==> src/rtl/keep_one_in_n_unzip_pkg.sv <==
// Shared constants, holding-register type and nibble expansion for keep_one_in_n_unzip.
// Define KEEP_ONE_IN_N_UNZIP_ROUND_EN to add the half-LSB bias to each expanded component.
package keep_one_in_n_unzip_pkg;

  localparam int unsigned SYMS_PER_WORD = 4;
  localparam int unsigned SYM_W         = 8;
  localparam int unsigned NIB_W         = 4;
  localparam int unsigned EXP_LSB       = 11;
  localparam logic [15:0] ROUND_BIAS    = 16'h0400;

`ifdef KEEP_ONE_IN_N_UNZIP_ROUND_EN
  localparam bit ROUND_EN = 1'b1;
`else
  localparam bit ROUND_EN = 1'b0;
`endif

  typedef struct packed {
    logic [SYMS_PER_WORD*SYM_W-1:0] data;
    logic                           last;
  } hold_t;

  // The packer dropped the redundant sign bit; duplicating s restores it.
  function automatic logic [15:0] nib_expand(input logic [NIB_W-1:0] nib);
    logic [15:0] v;
    v = {nib[NIB_W-1], nib, {EXP_LSB{1'b0}}};
    v = v | (ROUND_EN ? ROUND_BIAS : 16'h0000);
    return v;
  endfunction

endpackage

==> src/rtl/keep_one_in_n_unzip.sv <==
// Unpacks each 32-bit word of four I/Q nibble symbols into four 32-bit expanded beats.
// Optional rounding bias is enabled by the KEEP_ONE_IN_N_UNZIP_ROUND_EN macro (see package).
module keep_one_in_n_unzip
  import keep_one_in_n_unzip_pkg::*;
#(
  parameter int WIDTH = 32
) (
  input  logic             clk,
  input  logic             reset,
  input  logic [WIDTH-1:0] i_tdata,
  input  logic             i_tlast,
  input  logic             i_tvalid,
  output logic             i_tready,
  output logic [WIDTH-1:0] o_tdata,
  output logic             o_tlast,
  output logic             o_tvalid,
  input  logic             o_tready
);

  generate
    if (WIDTH != 32) begin : g_width_check
      $error("keep_one_in_n_unzip: only WIDTH=32 is supported");
    end
  endgenerate

  hold_t      hold;
  logic       full;
  logic [1:0] idx;

  logic             last_beat;
  logic             in_hs;
  logic             out_hs;
  logic [SYM_W-1:0] sym;

  always_comb begin
    last_beat = (idx == 2'd3);
    i_tready  = ~full | (o_tready & last_beat);
    in_hs     = i_tvalid & i_tready;
    out_hs    = full & o_tready;
  end

  always_comb begin
    sym = '0;
    for (int unsigned k = 0; k < SYMS_PER_WORD; k++) begin
      if (idx == k[1:0]) begin
        sym = hold.data[(SYMS_PER_WORD-1-k)*SYM_W +: SYM_W];
      end
    end
  end

  // Gated by full so the bias never appears on an idle or reset output.
  always_comb begin
    o_tvalid = full;
    o_tlast  = full & last_beat & hold.last;
    o_tdata  = full ? {nib_expand(sym[SYM_W-1:NIB_W]), nib_expand(sym[NIB_W-1:0])} : '0;
  end

  always_ff @(posedge clk or posedge reset) begin
    if (reset) begin
      hold <= '0;
      full <= 1'b0;
      idx  <= '0;
    end else if (in_hs) begin
      hold <= '{data: i_tdata, last: i_tlast};
      full <= 1'b1;
      idx  <= '0;
    end else if (out_hs) begin
      if (last_beat) begin
        full <= 1'b0;
        idx  <= '0;
      end else begin
        idx <= idx + 2'd1;
      end
    end
  end

endmodule

==> config.mk <==
export PLATFORM = sky130hd
export DESIGN_NAME = keep_one_in_n_unzip
export DESIGN_NICKNAME = d
export VERILOG_FILES = /design/src/rtl/keep_one_in_n_unzip_pkg.sv /design/src/rtl/keep_one_in_n_unzip.sv
export SDC_FILE = /design/constraint.sdc
export NUM_CORES = 1
export LEC_CHECK = 0
export CORE_UTILIZATION = 65
export CTS_CLUSTER_DIAMETER = 80
export DETAILED_ROUTE_END_ITERATION = 12
export DONT_BUFFER_PORTS = 1
export PLACE_DENSITY = 0.81
export SLEW_MARGIN = 20
export SYNTH_ARGS = -nofsm -noshare
export SYNTH_HDL_FRONTEND = slang
export SYNTH_SLANG_ARGS = --single-unit
==> constraint.sdc <==
create_clock -name clk -period 5 [get_ports clk]
set_clock_uncertainty 0.2 [all_clocks]
set_input_delay 0.75 -clock clk [delete_from_list [all_inputs] [get_ports clk]]
set_output_delay 0.75 -clock clk [all_outputs]
set_load 0.02 [all_outputs]
# == Word-level counts from Yosys, hierarchy flattened ==
# Cells that the tools add are included.
# totals
reg_bits,36
word_cells,30
output_inout_bits,35
ram_bits,0
memories,0
latch_bits,0
romBits,0
# op_classes
magnitude_cmp,0
bitwise_logic,7
eq_ne,3
n_reduce_logical,4
n_shift,0
multipliers,0
div,0
muxes,11
addsub,1
# op_table
operator,count
$mux 32,1
$mux 8,4
$mux 2,3
$and 1x1->1,5
$eq 2x2->1 const B,2
$reduce_bool 2->1,2
$mux 1,3
$add 2x1->2 const B,1
$eq 2x1->1 const B,1
$logic_not 2->1,1
$reduce_and 2->1,1
$not 1->1,1
$or 1x1->1,1

# == Logic depth before layout (Yosys ltp) ==
# Gate-level depths: netlist of the first run.
# logic_depth
word_depth,6
ltp_mapped,8

# == Worst setup path after synthesis of the first run ==
# No wires, ideal clock.
# synth_path
path_kind,register to output
from,register idx[0]
to,output o_tdata[31]
arrival_ns,1.986
path_slack_ns,2.064
required_time_ns,4.050
n_path_buf,3
stages_incl_launch_ff,8
path_cell_list,dfrtp_1 ha_1 buf_2 nor2b_1 buf_2 a221oi_1 o31ai_1 buf_4
# synth_via
elab_chain_len,6
# synth_rtl
element,line,rtl
"start, declared",keep_one_in_n_unzip.sv:28,logic [1:0] idx;
"start signal, assigned",keep_one_in_n_unzip.sv:72,idx <= idx + 2'd1;
$logic_not 2->1,keep_one_in_n_unzip.sv:45,if (idx == k[1:0]) begin
$mux 8 (3 in a row),keep_one_in_n_unzip.sv:45,
$mux 8 (*),keep_one_in_n_unzip.sv:45,
$mux 32 (*),keep_one_in_n_unzip.sv:55,"o_tdata = full ? {nib_expand(sym[SYM_W-1:NIB_W]), nib_expand(sym[NIB_W-1:0])} : '0;"
"end, declared",keep_one_in_n_unzip.sv:14,"output logic [WIDTH-1:0] o_tdata,"
# Every way passes the cells marked *; elsewhere a longest branch is shown, timed or not.

# == Worst setup path after layout of the first run ==
# layout_path
from,register idx[1]
to,output o_tdata[29]
# Same word-level chain as after synthesis.

==> results of run 1 <==
path summary, 6_finish.rpt:
| path | startpoint | end | cells past startpoint | slack [ps] |
|---|---|---|---|---|
| max reg2reg | idx[0] | hold[32] | 4 | 2870 |
| min in group clk | i_tvalid | o_tvalid | 1 | 310 |
| min reg2reg | hold[16] | hold[16] | 1 | 320 |
| max in group asynchronous | reset | hold[10] | 2 | 4100 |
| min | reset | hold[12] | 2 | 180 |
| max | idx[1] | o_tdata[29] | 5 | 1590 |
stage by stage:
| stage | instance area (µm²) | instances | setup WS (ps) | power (W) | util [%] |
|---|---|---|---|---|---|
| floorplan | 2120 | 175 | 2060 | 0.00113 | - |
| detailed placement | 1910 | 176 | 2010 | 0.00121 | 67.0 |
| global placement | 1910 | 176 | 2100 | 0.00118 | 67.0 |
| global route | 1990 | 184 | 1420 | 0.00149 | 69.8 |
| finish | 1990 | 184 | 1590 | 0.00141 | 69.8 |
| CTS | 1990 | 184 | 1620 | 0.00141 | 69.8 |
layout make-up:
type,instances,area (µm²)
Multi-Input combinational cell,103,937
Sequential cell,36,901
Fill cell,198,862
Clock inverter,3,42.5
Tap cell,31,38.8
Clock buffer,5,37.5
Timing Repair Buffer,3,22.5
Inverter,3,11.3
layer usage:
| metal | track usage (%) | vias to the layer above | wire, µm |
|---|---|---|---|
| li1 | - | 499 | - |
| met1 | 30.5 | 534 | 1520 |
| met2 | 31.5 | 60 | 1540 |
| met3 | 8.04 | 6 | 236 |
| met4 | 8.84 | 0 | 55 |
| met5 | 0 | - | 0 |
cell families after synthesis:
group                      Yosys count  share of synthesized area [%]
DFF                                 36                           44.2
muxes                               34                           24.3
other                                1                          0.184
AOI/OAI and AO/OA                   20                           8.23
and+or+nand+nor                     23                           7.00
buffers and inverters               36                           13.6
adders and majority gates            4                           2.46
synthesized netlist by cell type (all sizes together):
master / count
and3: 1
dfrtp: 36
mux2i: 1
ha: 4
mux2: 33
o31ai: 9
clkbuf: 2
inv: 3
a221oi: 8
conb: 1
a21oi: 1
a21bo: 1
a22o: 1
nand3: 8
nand2: 3
nand2b: 2
nor2b: 9
buf: 31
layout by cell type, fill, tap and decap left out:
cell type                     n
sky130_fd_sc_hd__mux2_4      30
sky130_fd_sc_hd__mux2_2       3
sky130_fd_sc_hd__bufinv_16    1
sky130_fd_sc_hd__a22o_1       1
sky130_fd_sc_hd__a21oi_1      1
sky130_fd_sc_hd__mux2i_1      1
sky130_fd_sc_hd__buf_4        3
sky130_fd_sc_hd__nand2_8      1
sky130_fd_sc_hd__nand2_1      2
sky130_fd_sc_hd__o31ai_1      9
sky130_fd_sc_hd__clkbuf_4     5
sky130_fd_sc_hd__conb_1      22
sky130_fd_sc_hd__a21bo_4      1
sky130_fd_sc_hd__and3_1       1
sky130_fd_sc_hd__nand2b_1     2
sky130_fd_sc_hd__inv_1        3
sky130_fd_sc_hd__a221oi_1     8
sky130_fd_sc_hd__nand3_1      8
sky130_fd_sc_hd__ha_1         4
sky130_fd_sc_hd__clkinv_2     1
sky130_fd_sc_hd__dfrtp_1     36
sky130_fd_sc_hd__nor2b_1      9
sky130_fd_sc_hd__clkinvlp_4   1
flip-flops by register name, indices dropped and copies added, names as in the netlist:
register and flops:
hold 33, idx 2, o_tvalid 1
critical path, stage by stage (launching register included):
cell,delay [ps]
sky130_fd_sc_hd__dfrtp_1,420
sky130_fd_sc_hd__inv_1,80
sky130_fd_sc_hd__ha_1,280
sky130_fd_sc_hd__nor2b_1,440
sky130_fd_sc_hd__a221oi_1,180
sky130_fd_sc_hd__o31ai_1,720
power breakdown:
group / switching [W] / internal (W) / total [W]
clock: 0.000100 / 0.000104 / 0.000204
sequential: 0.000108 / 0.000435 / 0.000543
combinational: 0.000337 / 0.000322 / 0.000659
total: 0.000545 / 0.000862 / 0.00141
==> reports/metrics.csv, run 1 <==
metric,value,unit
outcome,finished with violations,
violated checks,DRC,
drt first pass iters,11,
die height,58.0,µm
sequential share of the synthesized area,44.2,%
violation count after the first detailed-routing iteration,38,
post-detailed-placement half-perimeter wirelength,2.46,mm
critical path endpoint category,primary output,
synthesized area divided by synthesized cell count,13.2,µm²
minimum clock period after layout,3410,ps
fraction of final layout cells sized beyond drive strength 1,30.1,%
clock edge transition at the registers on the reported setup and hold paths,110,ps
worst max-slew margin expressed relative to the limit,47.6,%
drt via density,5.97,
tightest hold margin,180,ps
DRT antenna net count,0,
Static Leakage,1.00,nW
DR DRC count,5,
Max IR drop VDD,0.360,mV
number of hold-slack violations in the final timing report,0,
master cell of the clock root buffer,sky130_fd_sc_hd__clkbuf_4,
number of standard cells after synthesis,154,
Synth cell types,23,
maximum number of pins on one net before global-route repair,37,
Crit Path Max Fanout,9,
period utilization,68.2,%
total detailed-routing wirelength,3.35,mm
largest cells by area after synthesis,"sky130_fd_sc_hd__dfrtp_1 (44%), sky130_fd_sc_hd__mux2_4 (22%), sky130_fd_sc_hd__buf_4 (8.8%)",
area inside the core boundary,0.00285,mm²
CTS tree,done,
path category of the worst min-delay check,primary input to async pin,
total number of vias,1099,
Setup TNS Final,0,ps
floorplan row count,19,
kind of start point of the critical path,flop,
chip width,58.0,µm
via count of the first global-routing pass,1064,
Max Fclk,0.293,GHz
maximum buffer depth of the clock tree,2,
CTS Hold Bufs,0,
Post-CTS Resized,0,
proportion of netlist area held by the largest area contributor,44.2,%
final setup violation count,0,
power per cell area,706,mW/mm²
mean routed wirelength per cell,18.2,µm
data arrival time at the worst-slack endpoint,2460,ps
weighted congestion reported at the end of routability-driven placement,0.824,
CTS HTree Levels,2,
number of warnings reported in the yosys synthesis log,0,
I/O pins,72,
Sink Count,36,
Final nets,193,
full die area,0.00336,mm²
initial antenna violation count,0,
post-synthesis cell area,0.00204,mm²
count of maximum capacitance violations,0,
layout overhead on the synthesized area,-2.27,%
Crit Path Category,flop to primary output,
RSZ-0062 raised after global routing,no,
number of antenna repair diodes,0,
TritonCTS Buffers,5,
clock network latency to the later pin of the worst-skew pair,340,ps
number of post-CTS setup repair buffers,0,
Max Slew Vio Count,0,
number of synthesized register bits,36,
remaining global-route overflow,0,
global-route wire length before repair,5.43,mm
actual transition at the worst max-transition pin,779,ps
effective utilization at floorplan,71.4,%
required time of the critical path,4050,ps
number of buffers inserted by port buffering,0,
post-synthesis cell type with the largest combined area,sky130_fd_sc_hd__dfrtp_1,
total global-route track usage,22.0,%
No activity file was read; power rests on OpenSTA's default activity.
==> run 2: changes to the inputs <==
Settings changed: CORE_UTILIZATION 65 to 62, PLACE_DENSITY 0.81 to 0.78.
Clock period 5 ns to 3.2 ns, I/O delays scaled along.
==> reports/metrics.csv, run 2 (synthesis results as in run 1) <==
metric,value,unit
violation count after the first detailed-routing iteration,23,
largest reg by FF count,hold,
initial antenna violation count,0,
data arrival time at the worst-slack endpoint,2280,ps
CP Launch Point,idx[1],
Setup TNS Final,0,ps
Critical R2R Capture,hold[16],
number of hold-slack violations in the final timing report,0,
clock network latency to the later pin of the worst-skew pair,350,ps
floorplan row count,20,
outcome,"complete, no violations",
DRT antenna net count,0,
total detailed-routing wirelength,3.53,mm
area inside the core boundary,0.00308,mm²
R2R depth,4,
r2r setup slk,1060,ps
RSZ-0062 raised after global routing,no,
Crit Path Max Fanout,9,
number of post-CTS setup repair buffers,0,
die height,59.3,µm
Max Slew Vio Count,0,
layout overhead on the synthesized area,0.676,%
number of buffers inserted by port buffering,0,
final cell count without fillers,205,
Max Fclk,0.338,GHz
required time of the critical path,2520,ps
full die area,0.00352,mm²
number of antenna repair diodes,0,
Crit Path Category,flop to primary output,
startpoint of the most critical register-to-register path,idx[0],
period utilization,92.5,%
maximum buffer depth of the clock tree,2,
clock edge transition at the registers on the reported setup and hold paths,110,ps
critical path endpoint category,primary output,
end point of the critical path,o_tdata[15],
Final nets,201,
master cell of the clock root buffer,sky130_fd_sc_hd__clkbuf_4,
post-detailed-placement half-perimeter wirelength,2.54,mm
Static Leakage,1.04,nW
Placed Cells incl. Taps,196,
maximum number of pins on one net before global-route repair,37,
power per cell area,1100,mW/mm²
"Non-Filler Cell Area, Final",0.00205,mm²
CTS tree,done,
Worst Setup Slack post-DPL,659,ps
fraction of final layout cells sized beyond drive strength 1,32.9,%
I/O pins,72,
Critical Path Max Stage Delay,440,ps
number of flip-flops in the largest register,33,
weighted congestion reported at the end of routability-driven placement,0.781,
kind of start point of the critical path,flop,
drt first pass iters,4,
mean routed wirelength per cell,17.2,µm
"Max stage delay cell, worst path",sky130_fd_sc_hd__nor2b_1,
path category of the worst min-delay check,primary input to flop,
DR DRC count,0,
TritonCTS Buffers,5,
"commonest cells after routing, fill and taps aside","sky130_fd_sc_hd__dfrtp_1 (36), sky130_fd_sc_hd__mux2_4 (30), sky130_fd_sc_hd__conb_1 (22), sky130_fd_sc_hd__buf_4 (10)",
via count of the first global-routing pass,1128,
family with the most delay on the worst path,compound AO/OA/AOI/OAI gates,
Max IR drop VDD,0.622,mV
drt via density,5.50,
final worst slack,241,ps
cell area reported after detailed placement,0.00198,mm²
sequence of cells on the critical path,inv_1 -> ha_1 -> nor2b_1 -> a221oi_1 -> o31ai_1 -> buf_4,
CTS HTree Levels,2,
global-route wire length before repair,5.48,mm
final setup violation count,0,
worst min-delay path startpoint,i_tvalid,
count of maximum capacitance violations,0,
total global-route track usage,22.3,%
Sink Count,36,
Filler cells,240,
minimum clock period after layout,2960,ps
Critical Path Stages,6,
Post-CTS Resized,0,
"commonest non-fill, non-tap cell in the layout",sky130_fd_sc_hd__dfrtp_1,
CTS Hold Bufs,1,
effective utilization at floorplan,66.2,%
remaining global-route overflow,0,
total number of vias,1127,
chip width,59.3,µm
number of buffer and inverter instances along the worst setup path,2,
[run 2: cell types whose count changed in the layout (fill, tap and decap cells not counted)]
cell,change
sky130_fd_sc_hd__bufinv_16,-1
sky130_fd_sc_hd__clkinvlp_4,-1
sky130_fd_sc_hd__clkinv_2,+1
sky130_fd_sc_hd__buf_4,+7
sky130_fd_sc_hd__dlygate4sd3_1,+1
sky130_fd_sc_hd__clkbuf_8,+1
[run 2: worst reg2reg max path, stage by stage (launching register included)]
cell                      delay, ps
sky130_fd_sc_hd__dfrtp_1        440
sky130_fd_sc_hd__ha_1           390
sky130_fd_sc_hd__a21bo_4        330
sky130_fd_sc_hd__nand2_8        290
sky130_fd_sc_hd__mux2_2         380
[run 2: power by group]
group	total [W]	leakage, nW	switching (W)	internal (W)
clock	0.000259	0.0380	0.000154	0.000104
sequential	0.000837	0.430	0.000156	0.000680
combinational	0.00116	0.569	0.000559	0.000597
[run 2: layout make-up]
class	count	area [µm²]	area share (%)
Multi-Input combinational cell	103	937	45.7
Sequential cell	36	901	43.9
Timing Repair Buffer	11	85.1	4.15
Tap cell	44	55.1	2.68
Clock buffer	6	51.3	2.50
Inverter	3	11.3	0.549
Clock inverter	2	10.0	0.488
[run 2: worst min path at each step]
stage	to	cells past startpoint	slack, ps
6_report	o_tvalid	1	30
5_1_grt	o_tvalid	1	30
4_1_cts	o_tvalid	1	20
3_5_place_dp	hold[0]	1	290
3_3_place_gp	hold[0]	1	280
2_1_floorplan	hold[0]	1	270
[run 2: layer usage]
metal  up-vias  wire [µm]  global-route usage, %
met5         -          0                      0
met4         0         68                   11.2
met2        60       1700                   33.7
li1        509          -                      -
met1       550       1490                   28.9
met3         8        270                   6.77
[run 2: metrics by stage]
step	power [W]	utilization, %	hold slack [ps]
after detailed placement	0.00199	64.3	291
after global routing	0.00238	66.6	27.0
final	0.00225	66.6	28.7
after CTS	0.00226	66.6	23.4
after global placement	0.00196	64.3	284
after floorplan	0.00177	-	272
==> run 3: changes to the inputs <==
Settings changed: CELL_PAD_IN_SITES_DETAIL_PLACEMENT from default to 0, CELL_PAD_IN_SITES_GLOBAL_PLACEMENT from default to 1, CORE_UTILIZATION 62 to 49, CTS_CLUSTER_SIZE from default to 24, PLACE_DENSITY 0.78 to default, PLACE_DENSITY_LB_ADDON from default to 0.1, SLEW_MARGIN 20 to 5.
==> reports/metrics.csv, run 3 (synthesis results as in run 1) <==
metric,value,unit
outcome,"complete, no violations",
CTS tree,done,
drt via density,5.16,
final setup violation count,0,
"commonest cells after routing, fill and taps aside","sky130_fd_sc_hd__dfrtp_1 (36), sky130_fd_sc_hd__mux2_4 (30), sky130_fd_sc_hd__conb_1 (22), sky130_fd_sc_hd__buf_4 (10)",
initial antenna violation count,0,
floorplan row count,23,
I/O pins,72,
number of buffers inserted by port buffering,0,
TritonCTS Buffers,5,
layout overhead on the synthesized area,3.50,%
full die area,0.00442,mm²
power per cell area,1130,mW/mm²
DRT antenna net count,0,
minimum clock period after layout,2880,ps
Worst Hold Depth,1,
critical path endpoint category,primary output,
post-detailed-placement half-perimeter wirelength,2.60,mm
global-route wire length before repair,5.81,mm
mean routed wirelength per cell,17.0,µm
Critical R2R Capture,hold[0],
RSZ-0062 raised after global routing,no,
worst min-delay path startpoint,i_tvalid,
sequence of cells on the critical path,inv_1 -> ha_1 -> nor2b_1 -> a221oi_1 -> o31ai_1 -> buf_4,
chip width,66.5,µm
R2R depth,4,
Crit Path Max Fanout,9,
core occupancy in the finished layout,52.7,%
via count of the first global-routing pass,1124,
family with the most delay on the worst path,compound AO/OA/AOI/OAI gates,
clock edge transition at the registers on the reported setup and hold paths,70,ps
data arrival time at the worst-slack endpoint,2200,ps
effective utilization at floorplan,50.9,%
violation count after the first detailed-routing iteration,46,
Final nets,201,
total detailed-routing wirelength,3.59,mm
Max Fclk,0.347,GHz
number of hold-slack violations in the final timing report,0,
remaining global-route overflow,0,
fraction of final layout cells sized beyond drive strength 1,32.9,%
area inside the core boundary,0.00400,mm²
number of buffer and inverter instances along the worst setup path,2,
Max Slew Vio Count,0,
count of maximum capacitance violations,0,
r2r setup slk,1000,ps
master cell of the clock root buffer,sky130_fd_sc_hd__clkbuf_8,
clock network latency to the later pin of the worst-skew pair,290,ps
CTS HTree Levels,2,
worst max-slew margin expressed relative to the limit,52.9,%
startpoint of the most critical register-to-register path,idx[0],
largest reg by FF count,hold,
weighted congestion reported at the end of routability-driven placement,0.766,
maximum buffer depth of the clock tree,2,
Max IR drop VDD,0.533,mV
kind of start point of the critical path,flop,
destination of the worst hold path,o_tvalid,
Critical Path Max Stage Delay,460,ps
total global-route track usage,18.4,%
"commonest non-fill, non-tap cell in the layout",sky130_fd_sc_hd__dfrtp_1,
DR DRC count,0,
maximum number of pins on one net before global-route repair,34,
Static Leakage,1.05,nW
actual transition at the worst max-transition pin,706,ps
number of flip-flops in the largest register,33,
drt first pass iters,4,
die height,66.5,µm
Crit Path Category,flop to primary output,
path category of the worst min-delay check,primary input to flop,
period utilization,90.1,%
Sink Count,36,
"Max stage delay cell, worst path",sky130_fd_sc_hd__nor2b_1,
Setup TNS Final,0,ps
required time of the critical path,2520,ps
total number of vias,1089,
number of antenna repair diodes,0,
## run 3: cell count changes in the layout (fill, tap and decap cells not counted), sizes merged
cell and delta:
clkinv -1, clkinvlp +1, bufinv +1, clkbuf -1
## run 3: final cells by class
class	instances	area, µm²
fillers	364	1890
clock inverters	3	42.5
well taps	50	62.6
multi-input cells	103	937
repair buffers	11	85.1
flip-flops and latches	36	901
inverters	3	11.3
clock buffers	5	68.8
## run 3: power by group
group	total, W	switching, W	internal [W]
registers	0.000828	0.000146	0.000682
logic	0.00116	0.000560	0.000598
clock network	0.000396	0.000166	0.000230
total	0.00238	0.000872	0.00151
## run 3: stage by stage
step,hold slack (ps),total power [W],worst slack (ps),cell area (µm²),std cells
after floorplan,272,0.00177,534,2120,175
after CTS,94.7,0.00241,262,2110,211
after detailed placement,296,0.00200,597,1990,202
final,99.1,0.00238,316,2110,211
after global placement,289,0.00198,718,1990,202
after global routing,98.2,0.00253,74.6,2110,211
## run 3: worst max-delay path by stage
stage / slack, ps / depth (start not counted) / from / end
after floorplan: 530 / 7 / idx[0] / o_tdata[31]
after global placement: 720 / 5 / idx[0] / o_tdata[11]
after detailed placement: 600 / 6 / idx[1] / o_tdata[29]
after CTS: 260 / 6 / idx[1] / o_tdata[29]
after global routing: 70 / 6 / idx[1] / o_tdata[29]
final: 320 / 6 / idx[1] / o_tdata[29]
## run 3: timing repair
item	in CTS	in global routing
buffers inserted	0	0
hold buffers	1	0
hold endpoints to repair	7	0
gates resized for setup	0	0
## run 3: per-layer routing
metal / GRT usage [%] / wire length (µm) / vias to the layer above
met4: 6.38 / 53 / 0
met5: 0 / 0 / -
met3: 7.02 / 229 / 5
met2: 25.6 / 1580 / 45
li1: - / - / 512
met1: 25.9 / 1730 / 527
